<file path="src/rtl/axis_out_framer_pkg.sv">
// Shared types and constants for the AXI-Stream output framer.
// Counter widths are derived from the image geometry via cnt_width().
package axis_out_framer_pkg;

  localparam int unsigned AxisDataWidth = 32;
  localparam int unsigned DstImgWidth   = 3840;
  localparam int unsigned DstImgHeight  = 2160;

  // Floor of 1 bit so a one-pixel or one-line geometry still yields a legal vector.
  function automatic int unsigned cnt_width(input int unsigned n);
    return (n > 1) ? $clog2(n) : 1;
  endfunction

  localparam int unsigned ColWidth = cnt_width(DstImgWidth);
  localparam int unsigned RowWidth = cnt_width(DstImgHeight);

  typedef enum logic [1:0] {
    StIdle,
    StRun,
    StDrain
  } framer_state_e;

  typedef struct packed {
    logic [AxisDataWidth-1:0] data;
    logic                     tlast;
    logic                     tuser;
  } beat_t;

endpackage

</file>
<file path="src/rtl/axis_out_framer_if.sv">
// One AXI-Stream link: master drives payload and valid, slave drives ready.
interface axis_out_framer_if #(
  parameter int unsigned DataWidth = 32
) ();

  logic                 tvalid;
  logic                 tready;
  logic [DataWidth-1:0] tdata;
  logic                 tlast;
  logic                 tuser;

  modport master (output tvalid, output tdata, output tlast, output tuser, input tready);
  modport slave  (input tvalid, input tdata, input tlast, input tuser, output tready);

endinterface

</file>
<file path="src/rtl/axis_skid_buf.sv">
// Two-entry skid buffer; reports its next-cycle occupancy so the owner can register ready.
module axis_skid_buf #(
  parameter int unsigned Width = 34
) (
  input  logic             clk,
  input  logic             rst,
  input  logic             in_valid_i,
  input  logic [Width-1:0] in_data_i,
  output logic             out_valid_o,
  input  logic             out_ready_i,
  output logic [Width-1:0] out_data_o,
  output logic [1:0]       count_next_o
);

  logic [Width-1:0] mem_q [2];
  logic [Width-1:0] mem_d [2];
  logic             rd_ptr_q, rd_ptr_d;
  logic             wr_ptr_q, wr_ptr_d;
  logic [1:0]       count_q, count_d;
  logic             push, pop;

  assign out_valid_o  = (count_q != 2'd0);
  assign out_data_o   = mem_q[rd_ptr_q];
  assign count_next_o = count_d;

  // The write slot never aliases the head while valid, so the output holds during a stall.
  assign push = in_valid_i && (count_q != 2'd2);
  assign pop  = out_valid_o && out_ready_i;

  always_comb begin
    mem_d    = mem_q;
    rd_ptr_d = rd_ptr_q;
    wr_ptr_d = wr_ptr_q;
    if (push) begin
      mem_d[wr_ptr_q] = in_data_i;
      wr_ptr_d        = ~wr_ptr_q;
    end
    if (pop) begin
      rd_ptr_d = ~rd_ptr_q;
    end
    count_d = count_q + 2'(push) - 2'(pop);
  end

  always_ff @(posedge clk) begin
    if (rst) begin
      mem_q[0] <= '0;
      mem_q[1] <= '0;
      rd_ptr_q <= 1'b0;
      wr_ptr_q <= 1'b0;
      count_q  <= 2'd0;
    end else begin
      mem_q    <= mem_d;
      rd_ptr_q <= rd_ptr_d;
      wr_ptr_q <= wr_ptr_d;
      count_q  <= count_d;
    end
  end

endmodule

</file>
<file path="src/rtl/axis_out_framer.sv">
// Re-frames the upscaled pixel stream: SOF/EOL from counters, 2-entry skid, frame_done pulse.
// Optional FRAMER_EOL_CHECK_EN: compare upstream tlast with regenerated EOL (sticky errors).
module axis_out_framer
  import axis_out_framer_pkg::*;
#(
  parameter int unsigned AXIS_DATA_WIDTH = AxisDataWidth,
  parameter int unsigned DST_IMG_WIDTH   = DstImgWidth,
  parameter int unsigned DST_IMG_HEIGHT  = DstImgHeight
) (
  input  logic clk,
  input  logic rst,
  input  logic start,
  axis_out_framer_if.slave  s_axis,
  axis_out_framer_if.master m_axis,
  output logic busy,
  output logic frame_done,
  output logic err_eol_early,
  output logic err_eol_late
);

  localparam int unsigned ColW    = cnt_width(DST_IMG_WIDTH);
  localparam int unsigned RowW    = cnt_width(DST_IMG_HEIGHT);
  localparam int unsigned BeatW   = AXIS_DATA_WIDTH + 2;
  localparam logic [ColW-1:0] LastCol = ColW'(DST_IMG_WIDTH - 1);
  localparam logic [RowW-1:0] LastRow = RowW'(DST_IMG_HEIGHT - 1);

  framer_state_e    state_q, state_d;
  logic [ColW-1:0]  col_q, col_d;
  logic [RowW-1:0]  row_q, row_d;
  logic             tready_q, tready_d;
  logic             done_q, done_d;
  logic             in_fire, at_eol, at_sof;
  logic             skid_valid;
  logic [1:0]       skid_count_d;
  logic [BeatW-1:0] in_payload, out_payload;

  assign in_fire    = s_axis.tvalid && tready_q;
  assign at_eol     = (col_q == LastCol);
  assign at_sof     = (col_q == '0) && (row_q == '0);
  assign in_payload = {s_axis.tdata, at_eol, at_sof};

  always_comb begin
    state_d = state_q;
    col_d   = col_q;
    row_d   = row_q;
    done_d  = 1'b0;
    unique case (state_q)
      StIdle: begin
        if (start) begin
          state_d = StRun;
          col_d   = '0;
          row_d   = '0;
        end
      end
      StRun: begin
        if (in_fire) begin
          if (at_eol) begin
            col_d = '0;
            if (row_q == LastRow) state_d = StDrain;
            else                  row_d   = row_q + 1'b1;
          end else begin
            col_d = col_q + 1'b1;
          end
        end
      end
      StDrain: begin
        if (!skid_valid) begin
          state_d = StIdle;
          done_d  = 1'b1;
        end
      end
      default: state_d = StIdle;
    endcase
    // Ready is registered from the buffer's post-move occupancy, so it can never overrun.
    tready_d = (state_d == StRun) && (skid_count_d != 2'd2);
  end

  always_ff @(posedge clk) begin
    if (rst) begin
      state_q  <= StIdle;
      col_q    <= '0;
      row_q    <= '0;
      tready_q <= 1'b0;
      done_q   <= 1'b0;
    end else begin
      state_q  <= state_d;
      col_q    <= col_d;
      row_q    <= row_d;
      tready_q <= tready_d;
      done_q   <= done_d;
    end
  end

  axis_skid_buf #(
    .Width (BeatW)
  ) u_skid (
    .clk          (clk),
    .rst          (rst),
    .in_valid_i   (in_fire),
    .in_data_i    (in_payload),
    .out_valid_o  (skid_valid),
    .out_ready_i  (m_axis.tready),
    .out_data_o   (out_payload),
    .count_next_o (skid_count_d)
  );

  assign s_axis.tready = tready_q;
  assign m_axis.tvalid = skid_valid;
  assign m_axis.tdata  = out_payload[BeatW-1:2];
  assign m_axis.tlast  = out_payload[1];
  assign m_axis.tuser  = out_payload[0];
  assign busy          = (state_q != StIdle);
  assign frame_done    = done_q;

`ifdef FRAMER_EOL_CHECK_EN
  logic err_early_q, err_early_d;
  logic err_late_q, err_late_d;

  always_comb begin
    err_early_d = err_early_q;
    err_late_d  = err_late_q;
    if ((state_q == StIdle) && start) begin
      err_early_d = 1'b0;
      err_late_d  = 1'b0;
    end else if (in_fire) begin
      if (s_axis.tlast && !at_eol) err_early_d = 1'b1;
      if (!s_axis.tlast && at_eol) err_late_d  = 1'b1;
    end
  end

  always_ff @(posedge clk) begin
    if (rst) begin
      err_early_q <= 1'b0;
      err_late_q  <= 1'b0;
    end else begin
      err_early_q <= err_early_d;
      err_late_q  <= err_late_d;
    end
  end

  assign err_eol_early = err_early_q;
  assign err_eol_late  = err_late_q;
`else
  assign err_eol_early = 1'b0;
  assign err_eol_late  = 1'b0;
`endif

endmodule

</file>
<file path="src/flat_wrapper.sv">
// flat-port wrapper written by rule: the top's interface ports become plain ports
module axis_out_framer_flat import axis_out_framer_pkg::*;
#(
  parameter int unsigned AXIS_DATA_WIDTH = AxisDataWidth,
  parameter int unsigned DST_IMG_WIDTH   = DstImgWidth,
  parameter int unsigned DST_IMG_HEIGHT  = DstImgHeight
)
  (clk, rst, start, busy, frame_done, err_eol_early, err_eol_late, s_axis_tvalid, s_axis_tdata, s_axis_tlast, s_axis_tuser, s_axis_tready, m_axis_tvalid, m_axis_tdata, m_axis_tlast, m_axis_tuser, m_axis_tready);
  axis_out_framer_if #(.DataWidth(32)) s_axis_i ();
  axis_out_framer_if #(.DataWidth(32)) m_axis_i ();
  input  logic clk;
  input  logic rst;
  input  logic start;
  output logic busy;
  output logic frame_done;
  output logic err_eol_early;
  output logic err_eol_late;
  input wire logic [$bits(s_axis_i.tvalid)-1:0] s_axis_tvalid;
  input wire logic [$bits(s_axis_i.tdata)-1:0] s_axis_tdata;
  input wire logic [$bits(s_axis_i.tlast)-1:0] s_axis_tlast;
  input wire logic [$bits(s_axis_i.tuser)-1:0] s_axis_tuser;
  output wire logic [$bits(s_axis_i.tready)-1:0] s_axis_tready;
  output wire logic [$bits(m_axis_i.tvalid)-1:0] m_axis_tvalid;
  output wire logic [$bits(m_axis_i.tdata)-1:0] m_axis_tdata;
  output wire logic [$bits(m_axis_i.tlast)-1:0] m_axis_tlast;
  output wire logic [$bits(m_axis_i.tuser)-1:0] m_axis_tuser;
  input wire logic [$bits(m_axis_i.tready)-1:0] m_axis_tready;
  assign s_axis_i.tvalid = s_axis_tvalid;
  assign s_axis_i.tdata = s_axis_tdata;
  assign s_axis_i.tlast = s_axis_tlast;
  assign s_axis_i.tuser = s_axis_tuser;
  assign s_axis_tready = s_axis_i.tready;
  assign m_axis_tvalid = m_axis_i.tvalid;
  assign m_axis_tdata = m_axis_i.tdata;
  assign m_axis_tlast = m_axis_i.tlast;
  assign m_axis_tuser = m_axis_i.tuser;
  assign m_axis_i.tready = m_axis_tready;
  axis_out_framer #(.AXIS_DATA_WIDTH(AXIS_DATA_WIDTH), .DST_IMG_WIDTH(DST_IMG_WIDTH), .DST_IMG_HEIGHT(DST_IMG_HEIGHT)) u_core (.clk(clk), .rst(rst), .start(start), .s_axis(s_axis_i), .m_axis(m_axis_i), .busy(busy), .frame_done(frame_done), .err_eol_early(err_eol_early), .err_eol_late(err_eol_late));
endmodule
</file>
<file path="config.mk">
export PLATFORM = sky130hd
export DESIGN_NAME = axis_out_framer_flat
export DESIGN_NICKNAME = d
export VERILOG_FILES = /design/src/rtl/axis_out_framer_pkg.sv /design/src/rtl/axis_out_framer_if.sv /design/src/rtl/axis_skid_buf.sv /design/src/rtl/axis_out_framer.sv /design/src/flat_wrapper.sv
export SDC_FILE = /design/constraint.sdc
export NUM_CORES = 1
export LEC_CHECK = 0
export ABC_AREA = 1
export CORE_MARGIN = 2
export CORE_UTILIZATION = 50
export CTS_BUF_LIST = sky130_fd_sc_hd__clkbuf_4 sky130_fd_sc_hd__clkbuf_8
export DETAILED_ROUTE_END_ITERATION = 10
export GPL_TIMING_DRIVEN = 1
export PLACE_DENSITY = 0.9
export SLEW_MARGIN = 20
export SYNTH_ARGS = -nofsm -noshare
export SYNTH_HDL_FRONTEND = slang
export SYNTH_SLANG_ARGS = --single-unit
export TNS_END_PERCENT = 1
</file>
<file path="constraint.sdc">
create_clock -name clk -period 1.8 [get_ports clk]
set_input_delay 0.36 -clock clk [delete_from_list [all_inputs] [get_ports clk]]
set_output_delay 0.36 -clock clk [all_outputs]
set_load 0.1 [all_outputs]
</file>
==> flow_summary.toml <==
[pwr]
power.total_uw = 7460
p_sw_share_pct = 44.2
p_leak_uw = 0.00261
p_int_uw = 4160
power_frac_seq_pct = 34.6
p_sw_uw = 3300
clockPowerShare_pct = 19.5
p_comb_share_pct = 45.9
power_density_nw_per_um2 = 1130
ir_drop_uv = 992

[layout]
nNetsFinal = 826
final_layout_size_suffix_gt1_share_pct = 20.7
area_growth_pct = 36.0
fin_util_pct = 70.7
final_cell_mix = "136 x inv_1, 104 x nand2_1, 94 x dfxtp_1"
multiInputGateArea_sq_um = 2250
num-fill-cells = 679
regArea_sq_um = 2010
diodes = 0
final_common_cell = "inv_1"

[yosys]
synth_top_area_share_pct = 41.3
synth_top_cell_by_area = "dfxtp_1"
yosysSeqAreaShare_pct = 41.3
synth-seq-cells = 100
synth.area.top_cells = "dfxtp_1 41%, inv_1 11%, nand2_1 8.1%"
ys_warn_count = 0
netlist_area_sq_um = 4850
synthCells = 691
ys_types = 37
syn-mean-instance-area_sq_um = 7.02

[worst_setup_path]
crit_arrival_ps = 1430
cp-start-kind = "flip-flop"
end_kind = "primary output"
crit_path_max_fanout = 28
critPathKind = "reg -> out"
required_ps = 1440

[drt]
drt_iter0_markers = 263
routed-via-count = 4868
wire_per_inst_microns = 14.5
routed_wl_mm = 13.3
vias_per_cell = 5.32
drc_errors = 0
dr.pass1.iters = 5
ant_nets = 0

[sta]
tns_ps = 0
holdWs_ps = 476
max_clock_freq_mhz = 558
hold_viol_final = 0
setup_viol = 0
slew_violations = 0
fin_crit_sh_pct = 99.5
rsz0062_at_grt = "true"
fin_ws_ps = 8.59
post-route-min-period_ps = 1790
fin_skew_ps = 16.3

[die]
die_area_sq_um = 10500
core_area_sq_um = 9330
die_w_microns = 102
die_y_microns = 102
std_cell_rows = 35
start_util_pct = 52.0
io_pins = 79

[clocking]
clockBufferDepth = 2
htreeDepth = 3
cts_hold_buf = 0
clk_latency_ps = 390
cts_tree = "yes"
cts-root-buf = "clkbuf_8"
cts_buffers = 9
clk_pin_slew_ps = 120
clock_sinks = 100

[grt]
grt_overflow = 0
grt_pass1_wl_mm = 21.5
antenna_found_initial = 0
grt_pass1_vias = 4835
grt_max_degree = 34
grt_usage_pct = 25.8

[placement]
hpwl_mm = 9.36
place.port_buffers = 74
place_ws_ps = -393
gp_congestion = 0.879

[status]
status = "completed"

[min_path]
hold_path.class = "reg -> reg"

[flow_run]
cap_violations = 0
## sequential cells by signal, indices dropped and copies added (netlist names)
signal                  flops
u_core.col_q               12
u_core.s_axis.tready        1
u_core.u_skid.wr_ptr_q      1
u_core.row_q               12
u_core.state_q              2
u_core.u_skid.count_q       2
u_core.u_skid.mem_q        68
u_core.frame_done           1
u_core.u_skid.rd_ptr_q      1
## cells by family after synthesis
family	after synthesis	share of synthesized area [%]
other	1	0.0773
DFF	100	41.3
buffers and inverters	172	14.7
and+or+nand+nor	239	22.2
xor gates and xnor gates	5	0.903
adders and majority gates	6	1.55
AOI/OAI and AO/OA	168	19.3
## worst paths after layout
check / cells after the start / to / from / slack (ps)
max reg2reg: 11 / u_core.s_axis.tready$_SDFF_PP0_ / u_core.u_skid.count_q[1]$_SDFF_PP0_ / 120
min reg2reg: 2 / u_core.u_skid.mem_q[20]$_SDFFE_PP0P_ / u_core.u_skid.mem_q[20]$_SDFFE_PP0P_ / 480
min: 2 / u_core.u_skid.mem_q[20]$_SDFFE_PP0P_ / u_core.u_skid.mem_q[20]$_SDFFE_PP0P_ / 480
max: 4 / m_axis_tdata[0] / u_core.u_skid.rd_ptr_q$_SDFFE_PP0P_ / 9
## layout make-up
class                   count  area share [%]
clock inverters             7            1.21
multi-input cells         420            34.1
clock buffers               9            1.88
inverters                 139            7.91
well taps                 129            2.45
flip-flops and latches    100            30.5
repair buffers            111            22.0
## Yosys cell counts (all sizes together)
cell type    n
a211oi       1
a21boi       1
a21oi       54
and2         1
buf         20
clkbuf      13
conb         1
dfxtp      100
ha           6
inv        139
nand2      121
nand3       30
nand3b       1
nand4        8
nor2        65
nor3         9
nor4         4
o211ai       1
o21ai       77
o21bai       1
o22ai       33
xnor2        2
xor2         3
## through the flow
step | instances | cell area [sq um]
after floorplan | 692 | 4940
after global placement | 895 | 6330
after detailed placement | 895 | 6330
after CTS | 914 | 6570
after global routing | 915 | 6600
final | 915 | 6600
## power groups by stage
stage,logic [uW],registers [uW],clock network [uW]
global placement,3250,2620,0
floorplan,2070,2620,0
global route,3580,2600,1550
detailed placement,3320,2640,0
CTS,3400,2570,1470
finish,3420,2580,1460
## metal layers
layer	GRT usage (%)	share of wire, %
met1	30.2	40
met2	46.8	52
met3	4.54	6.1
met4	10.1	2.5
met5	0	0
## worst max-delay path, stage by stage, from the launching register on
cell and delay, ps:
dfxtp_4 430, buf_12 210, nand2_1 90, o21ai_2 110, buf_12 210
## what timing repair did
item                                   in CTS  in global routing
pin swaps                                   1                  5
setup endpoints to repair                  39                 37
setup buffers                               3                  1
endpoints found under the hold margin       0                  0
gates resized for setup                     3                 11
Note: power is estimated with default switching activity, not from simulation.
